--- config.mk ---
export PLATFORM = sky130hd
export DESIGN_NAME = seven_output_oc_enum
export DESIGN_NICKNAME = d
export VERILOG_FILES = /design/src/rtl/seven_output_oc_enum.sv
export SDC_FILE = /design/constraint.sdc
export NUM_CORES = 1
export LEC_CHECK = 0
export ABC_AREA = 1
export CAP_MARGIN = 20
export CORE_AREA = 2 2 59 61
export DETAILED_ROUTE_END_ITERATION = 8
export DIE_AREA = 0 0 61 63
export PLACE_DENSITY = 0.71
export SLEW_MARGIN = 20
export SYNTH_ARGS = -nofsm -noshare
export SYNTH_HDL_FRONTEND = slang
export SYNTH_SLANG_ARGS = --single-unit
--- constraint.sdc ---
create_clock -name clk -period 5 [get_ports clk]
set_input_delay 1 -clock clk [delete_from_list [all_inputs] [get_ports clk]]
set_output_delay 1 -clock clk [all_outputs]
set_load 0.03 [all_outputs]
--- src/rtl/seven_output_oc_enum.sv ---
`default_nettype none
// ============================================================================
// Module      : seven_output_oc_enum
// Description : Enumerates, in ascending order, every 7-bit word whose
//               population count equals the requested 3-bit ones count.
// Revision    : 1.0 - initial release
// ============================================================================
module seven_output_oc_enum (
  input  logic       clk,
  input  logic       rst,
  input  logic       start,
  input  logic       y2,
  input  logic       y1,
  input  logic       y0,
  input  logic       ready,
  output logic       a,
  output logic       b,
  output logic       c,
  output logic       d,
  output logic       e,
  output logic       f,
  output logic       g,
  output logic       valid,
  output logic       last,
  output logic [5:0] idx,
  output logic       busy,
  output logic       done
);

  typedef enum logic [0:0] {
    S_IDLE = 1'b0,
    S_RUN  = 1'b1
  } state_t;

  state_t     r_state;
  state_t     w_state_nxt;
  logic [2:0] r_k;
  logic [2:0] w_k_nxt;
  logic [2:0] w_k_in;
  logic [6:0] r_word;
  logic [6:0] w_word_nxt;
  logic [5:0] r_idx;
  logic [5:0] w_idx_nxt;
  logic       r_done;
  logic       w_done_nxt;
  logic       w_last;
  logic [6:0] w_top;
  logic [6:0] w_succ;
  logic [6:0] w_t;
  logic [6:0] w_t1;
  logic [6:0] w_fill;
  logic [2:0] w_ctz;

  assign w_k_in = {y2, y1, y0};
  assign w_top  = ~(7'h7F >> r_k);
  assign w_last = (r_state == S_RUN) && (r_word == w_top);

  // Next combination with the same popcount: bump the lowest run of ones
  // left by one and re-pack the remaining ones at the bottom. The 7-bit
  // arithmetic only wraps on the final word, whose successor is never used.
  always_comb begin
    w_ctz = 3'd0;
    for (int i = 6; i >= 0; i--) begin
      if (r_word[i]) w_ctz = 3'(i);
    end
    w_t    = r_word | (r_word - 7'd1);
    w_t1   = w_t + 7'd1;
    w_fill = ((~w_t & w_t1) - 7'd1) >> (w_ctz + 3'd1);
    w_succ = w_t1 | w_fill;
  end

  always_comb begin
    w_state_nxt = r_state;
    w_k_nxt     = r_k;
    w_word_nxt  = r_word;
    w_idx_nxt   = r_idx;
    w_done_nxt  = 1'b0;
    case (r_state)
      S_IDLE: begin
        if (start) begin
          w_state_nxt = S_RUN;
          w_k_nxt     = w_k_in;
          w_word_nxt  = 7'h7F >> (3'd7 - w_k_in);
          w_idx_nxt   = 6'd0;
        end
      end
      S_RUN: begin
        if (ready) begin
          if (w_last) begin
            w_state_nxt = S_IDLE;
            w_done_nxt  = 1'b1;
          end else begin
            w_word_nxt = w_succ;
            w_idx_nxt  = r_idx + 6'd1;
          end
        end
      end
      default: w_state_nxt = S_IDLE;
    endcase
  end

  always_ff @(posedge clk) begin
    if (rst) begin
      r_state <= S_IDLE;
      r_k     <= 3'd0;
      r_word  <= 7'd0;
      r_idx   <= 6'd0;
      r_done  <= 1'b0;
    end else begin
      r_state <= w_state_nxt;
      r_k     <= w_k_nxt;
      r_word  <= w_word_nxt;
      r_idx   <= w_idx_nxt;
      r_done  <= w_done_nxt;
    end
  end

  assign {a, b, c, d, e, f, g} = r_word;
  assign valid = (r_state == S_RUN);
  assign busy  = (r_state == S_RUN);
  assign last  = w_last;
  assign idx   = r_idx;
  assign done  = r_done;

endmodule
`default_nettype wire
Yosys cells after proc, flatten, opt, wreduce, memory -nomap -nowiden --
Cells that the tools add are included.
Storage, ports and cells: flip-flop bits (word level) 18, input port bits 7, output and inout bits 17, word-level logic and storage cells 49
Operators by class: add/subtract/negate cells 6, eq/ne operators 4, shift operators 3, mux-type cells 20, bitwise logic cells 7, reductions and logical operators 4
Operators with widths (count):
- 3-bit two-way mux | 7
- 7-bit two-way mux | 3
- 6-bit two-way mux | 3
- 7-bit NOT | 2
- 7-bit bitwise OR | 2
- 7-bit case mux with 2 select lines | 1
- 7-bit by 3-bit >> shifter with 7-bit output, first input constant | 2
- 7-bit by 1-bit subtractor with 7-bit output, second input constant | 2
- 6-bit case mux with 2 select lines | 1
- 7-bit by 1-bit adder with 7-bit output, second input constant | 1
- 7-bit AND | 1
- 7-bit == test | 1
- 7-bit by 3-bit >> shifter with 7-bit output | 1
- 6-bit by 1-bit adder with 6-bit output, second input constant | 1
- 2-bit != test, second input constant | 3
- 1-bit two-way mux | 4
- 3-bit by 1-bit adder with 3-bit output, second input constant | 1
- 3-bit AND reduction | 1
- 3-bit OR reduction | 1
- 3-bit subtractor, first input constant | 1
- 1-bit NOT | 2
- 1-bit case mux with 2 select lines | 1
- 2-bit AND reduction | 1
- 1-bit logical AND | 1

Depth between registers and ports, before layout --
Gate-level depths: netlist of run 1.
word-level depth 13, depth in mapped cells 18, gate-level depth less buffers 17

Least setup slack after synthesis of run 1 --
No wires, ideal clock.
path kind register to output, start point register r_word[5], end point output port last, arrival 1.313 ns, path slack 2.687 ns, stages on the path, launching flop included 7, buffers on the path 0, cells stage by stage dfxtp_1 > inv_1 > o21ai_0 > nand3_1 > nor3_2 > nand2_2 > inv_1
On the way: word-level cells in the longest chain between the ends 2
RTL lines:
- from (decl) | RTL line 40 | logic [6:0] r_word;
- from (signal assigned) | RTL line 112 | r_word <= w_word_nxt;
- 7-bit == test | RTL line 56 | assign w_last = (r_state == S_RUN) && (r_word == w_top);
- 1-bit logical AND | RTL line 56
- to (decl) | RTL line 24 | output logic last,
Every way passes these cells.

Worst setup path in the final report of run 1 --
start point register r_state (netlist: busy), end point output port last
On the way: word-level cells in the longest chain between the ends 1
RTL lines:
- from (decl) | RTL line 35 | state_t r_state;
- from (signal assigned) | RTL line 110 | r_state <= w_state_nxt;
- 1-bit logical AND | RTL line 56
Every way passes these cells.

==> flow_metrics.py, run 1 <==
metrics = {
    "cells_and_area": {
        "nFillCells": 346,
        "diodes": 0,
        "final_cell_area_mm2": 0.00181,
        "area_delta_synth_final_pct": 18.1,
        "num-nets-final": 283,
        "final_layout_size_suffix_gt1_share_pct": 10.1,
        "stdcell_count": 314,
    },
    "synthesis": {
        "syn-num-nets": 261,
        "synth_area_mm2": 0.00153,
        "synth_top_area_cell": "dfxtp_1",
        "yosysSeqAreaShare_pct": 23.5,
        "yosys_warnings": 0,
        "avgSynthCellArea_um2": 6.21,
        "synth_edf_count": 0,
        "async_flop_share_pct": 0,
        "synth.area.top_cells": "dfxtp_1 23%, nand2_1 16%, nand3_1 11%, ha_1 5.7%, inv_1 5.6%",
        "synth.top_cell.area_share_pct": 23.5,
        "netlist_instances": 247,
        "ys_ff_latch": 18,
        "synthDistinctLibCells": 32,
        "synth_ff_type": "dfxtp_1",
    },
    "route": {
        "drt-total-wl_um": 3840,
        "drtIter0Drc": 119,
        "ant_nets": 0,
        "route.detailed.drc": 0,
        "vias": 1623,
        "drtPass1Iterations": 4,
        "routed_via_density": 5.17,
        "wl_per_cell_um": 12.2,
    },
    "die": {
        "num_rows": 21,
        "coreArea_mm2": 0.00323,
        "die_w_um": 61,
        "start_util_pct": 47.5,
        "io_pins": 24,
        "die-area_mm2": 0.00384,
        "die_height_um": 63,
    },
    "timing": {
        "fin_skew_ns": 0.00965,
        "timing.fmax_mhz": 312,
        "hold_viol_final": 0,
        "setup_viol_count_final": 0,
        "timing.final.crit_share_pct": 64.0,
        "worst_slew_pin_slew_ns": 0.557,
        "finalWorstSetupSlack_ns": 1.80,
        "slew_viol_final": 0,
        "period_needed_ns": 3.20,
        "rsz0062_at_grt": "no",
        "setup_tns_ns": 0,
        "slew-limit-headroom_pct": 62.8,
    },
    "place": {
        "place_congestion": 0.873,
        "io_buffers": 23,
        "hpwl_um": 3040,
        "place_ws_ns": 2.14,
        "placed_cells": 310,
        "dpl_cell_area_mm2": 0.00178,
    },
    "worst_setup_path": {
        "arrival_ns": 2.20,
        "cp_max_fo": 18,
        "endpoint_kind": "output pin",
        "crit_chain": "nand3_1, nor3_2, nand2_2, inv_1, clkdlybuf4s50_1",
        "critPathMaxStageDelay_ns": 0.69,
        "start_kind": "flop",
        "crit_path_top_delay_cell": "dfxtp_1",
        "timing_worst_setup_path_type": "flop to output pin",
        "required_ns": 4.00,
    },
    "clock_network": {
        "cts-root-buf": "clkbuf_4",
        "hold_buffers": 0,
        "clk_latency_ns": 0.29,
        "clockBufferDepth": 2,
        "cts_post_setup_buffers_inserted": 0,
        "cts_sinks": 18,
        "path_clk_slew_ns": 0.11,
        "cts_tree": "yes",
        "numCtsBuffers": 3,
        "h-tree-depth": 1,
        "post_cts_resized": 0,
    },
    "grt": {
        "grt_usage_pct": 21.6,
        "grt_max_degree": 19,
        "grt_remaining_overflow": 0,
        "grt_antenna_before_repair": 0,
        "grt_pass1_wl_um": 6510,
        "grt_pass1_vias": 1478,
    },
    "worst_hold_path": {
        "hp-class": "flop to flop",
    },
    "job": {
        "drv_cap": 0,
    },
    "run_status": {
        "status": "finished clean",
    },
    "pwr": {
        "ir_worst_vdd_mv": 0.171,
        "power_density_mw_per_mm2": 367,
        "p_leak_nw": 0.799,
    },
}
## cell usage in the layout, fill, tap and decap left out, types with 2 or more instances in the layout
| cell type | synthesis | layout |
|---|---|---|
| a21oi_1 | 15 | 15 |
| a21oi_2 | 5 | 5 |
| a31oi_1 | 3 | 3 |
| clkbuf_4 | 0 | 3 |
| clkdlybuf4s50_1 | 0 | 23 |
| dfxtp_1 | 18 | 18 |
| ha_1 | 7 | 7 |
| inv_1 | 23 | 23 |
| inv_2 | 4 | 4 |
| nand2_1 | 65 | 65 |
| nand2_2 | 6 | 6 |
| nand2_4 | 2 | 2 |
| nand3_1 | 33 | 33 |
| nand4_1 | 3 | 3 |
| nor2_1 | 20 | 20 |
| nor3_1 | 6 | 6 |
| nor3b_1 | 2 | 2 |
| o211ai_1 | 2 | 2 |
| o21ai_0 | 11 | 11 |
| o21ai_1 | 2 | 2 |
| xor2_1 | 5 | 5 |
## worst max-delay path: cells and delay by family, from the launching register on
family | cells | cell delay (ns)
flops | 1 | 0.69
simple gates | 3 | 0.46
buf+inv | 2 | 0.76
## per-layer routing
| layer | vias up | GRT usage [%] | routed length [um] |
|---|---|---|---|
| li1 | 859 | - | - |
| met1 | 734 | 29.0 | 1830 |
| met2 | 28 | 36.6 | 1890 |
| met3 | 2 | 2.69 | 99 |
| met4 | 0 | 3.80 | 12 |
| met5 | - | 0 | 0 |
## report_power, final
| group | leakage (nW) | total [mW] | internal [mW] | switching (mW) |
|---|---|---|---|---|
| logic | 0.631 | 0.396 | 0.139 | 0.257 |
| clock network | 0.0210 | 0.0906 | 0.0443 | 0.0463 |
| registers | 0.148 | 0.178 | 0.155 | 0.0226 |
| total | 0.799 | 0.664 | 0.338 | 0.326 |
## synthesized netlist by cell type (all sizes together), types with 3 or more instances
cell	n
a31oi	3
inv	28
nand3	34
nand4	3
nor2	22
o21ai	13
buf	4
xor2	5
nand2	73
nor3	7
a21oi	20
ha	7
dfxtp	18
## flip-flops by register name (all words and copies together), names as in the netlist
name    cells
r_word      7
idx         6
r_k         3
busy        1
done        1
## cells by family (layout without fill, tap and decap cells)
family,Yosys count,in the layout,synth area share [%]
fa+ha+maj,7,7,5.71
buf+inv,35,56,10.4
xor+xnor,5,5,2.85
compound gates,39,39,14.7
simple gates,143,143,42.9
flops,18,18,23.5
## worst paths after layout
check	startpoint	end	slack [ns]	depth (start not counted)
max	busy	last	1.80	5
min	r_k[0]	r_k[0]	0.51	2
max reg2reg	r_word[0]	r_word[4]	2.55	14
min reg2reg	r_k[0]	r_k[0]	0.51	2
## area by class of cell
cell class	count	area [um2]	share of cell area [%]
Multi-Input combinational cell	194	1010	56.0
Tap cell	46	57.6	3.18
Inverter	29	113	6.22
Sequential cell	18	360	19.9
Timing Repair Buffer	23	230	12.7
Clock buffer	4	36.3	2.00
## through the flow
| stage | hold slack, ns | utilization [%] | power, mW |
|---|---|---|---|
| floorplan | 0.477 | - | 0.479 |
| finish | 0.515 | 56.1 | 0.664 |
| detailed placement | 0.498 | 54.9 | 0.575 |
| global route | 0.534 | 56.1 | 0.724 |
| CTS | 0.515 | 56.1 | 0.667 |
| global placement | 0.494 | 54.9 | 0.573 |
Power figures use the tool's default switching activity.
==> run 2, diff against run 1 <==
CORE_AREA = 2 2 60 62   (was 2 2 59 61)
DIE_AREA = 0 0 62 64   (was 0 0 61 63)
clock period = 2.8 ns   (was 5 ns; I/O delays follow)
==> flow_metrics.py, run 2 (synthesis gave the netlist of run 1 again) <==
metrics = {
    "run_status": {
        "status": "finished clean",
    },
    "timing": {
        "setup_viol_count_final": 0,
        "whs_ns": 0.517,
        "rsz0062_at_grt": "no",
        "slew_viol_final": 0,
        "worst_slew_pin_slew_ns": 0.351,
        "timing.final.crit_share_pct": 94.6,
        "fin_skew_ns": 0.000855,
        "hold_viol_final": 0,
        "period_needed_ns": 2.65,
        "slew-limit-headroom_pct": 76.6,
        "setup_tns_ns": 0,
        "timing.fmax_mhz": 378,
    },
    "clock_network": {
        "cts-root-buf": "clkbuf_4",
        "clk_latency_ns": 0.30,
        "cts_sinks": 18,
        "path_clk_slew_ns": 0.11,
        "h-tree-depth": 1,
        "post_cts_resized": 0,
        "clockBufferDepth": 2,
        "cts_tree": "yes",
        "cts_post_setup_buffers_inserted": 0,
        "numCtsBuffers": 3,
        "hold_buffers": 0,
    },
    "cells_and_area": {
        "largest_reg_flops": 7,
        "diodes": 0,
        "area_delta_synth_final_pct": 19.1,
        "final_core_util_pct": 55.6,
        "nFillCells": 338,
        "num-nets-final": 285,
        "top_register": "r_word",
        "stdcell_count": 316,
        "layout_commonest_cell": "nand2_1",
        "final_layout_size_suffix_gt1_share_pct": 10.7,
        "mostFrequentLayoutCells": "65 x nand2_1, 33 x nand3_1, 23 x inv_1, 23 x clkdlybuf4s50_1, 20 x nor2_1",
    },
    "die": {
        "num_rows": 21,
        "io_pins": 24,
        "die_w_um": 62,
        "die-area_mm2": 0.00397,
        "coreArea_mm2": 0.00328,
        "start_util_pct": 46.7,
        "die_height_um": 64,
    },
    "pwr": {
        "p_switching_mw": 0.581,
        "pwr-share-comb_pct": 59.6,
        "intPower_mw": 0.603,
        "power_density_mw_per_mm2": 648,
        "ir_worst_vdd_mv": 0.299,
        "p_leak_nw": 0.809,
        "fin_total_pwr_mw": 1.18,
        "pwr-share-clk_pct": 14.0,
        "swShare_pct": 49.1,
        "pwr-share-seq_pct": 26.4,
    },
    "route": {
        "drt-total-wl_um": 3830,
        "routed_via_density": 5.22,
        "ant_nets": 0,
        "vias": 1651,
        "wl_per_cell_um": 12.1,
        "drtIter0Drc": 121,
        "drtPass1Iterations": 4,
        "route.detailed.drc": 0,
    },
    "worst_setup_path": {
        "critPathMaxStageDelay_ns": 0.67,
        "crit_buf_inv": 3,
        "timing_worst_setup_path_type": "flop to output pin",
        "required_ns": 2.24,
        "endpoint_kind": "output pin",
        "crit_path_top_delay_cell": "clkdlybuf4s50_1",
        "path_delay_family": "buffers and inverters",
        "arrival_ns": 2.09,
        "cp_max_fo": 5,
        "start_kind": "flop",
        "crit_chain": "inv_1, o21ai_0, nand3_1, nor3_2, nand2_2, inv_1, clkdlybuf4s50_1",
        "path_common_cell": "inv_1",
    },
    "place": {
        "placed_cells": 312,
        "hpwl_um": 3010,
        "place_congestion": 0.941,
        "io_buffers": 23,
    },
    "grt": {
        "grt_pass1_vias": 1510,
        "grt_antenna_before_repair": 0,
        "grt_remaining_overflow": 0,
        "grt_usage_pct": 21.3,
        "grt_max_degree": 19,
        "grt_pass1_wl_um": 6490,
    },
    "job": {
        "drv_cap": 0,
    },
    "worst_hold_path": {
        "hp-class": "flop to flop",
    },
}
## run 2: per-stage QoR
step	setup slack [ns]	cell area [um2]
after detailed placement	0.499	1790
after floorplan	0.580	1530
after global routing	0.00627	1830
final	0.152	1830
after global placement	0.505	1790
after CTS	0.160	1830
## run 2: area by class of cell
| class | count | area (um2) | area share (%) |
|---|---|---|---|
| clock buffer | 4 | 36.3 | 1.99 |
| inverter | 29 | 113 | 6.16 |
| multi-input combinational | 194 | 1010 | 55.5 |
| sequential | 18 | 360 | 19.7 |
| tap | 46 | 57.6 | 3.15 |
| timing repair buffer | 25 | 245 | 13.4 |
## run 2: worst paths after layout
check / from / cells after the start / to / slack (ns)
hold / removal: idx[1] / 2 / idx[1] / 0.52
setup / recovery: r_word[5] / 7 / last / 0.15
hold reg to reg: idx[1] / 2 / idx[1] / 0.52
setup reg to reg: r_word[0] / 15 / r_word[3] / 0.46
## run 2: power groups by stage
stage / Combinational [mW] / Clock [mW] / Sequential [mW]
final: 0.706 / 0.166 / 0.312
after CTS: 0.702 / 0.171 / 0.312
after detailed placement: 0.700 / 0 / 0.317
after floorplan: 0.516 / 0 / 0.340
after global placement: 0.705 / 0 / 0.317
after global routing: 0.803 / 0.189 / 0.316
## run 2: layer usage
layer | GRT usage, % | wire length [um]
met1 | 28.9 | 1780
met2 | 33.2 | 1790
met3 | 5.06 | 223
met4 | 5.85 | 36
met5 | 0 | 0
## run 2: tightest hold or removal path, cell delays in order, from the launching register on
cell and delay (ns):
dfxtp_1 0.35, nand2_1 0.07, a21oi_1 0.06
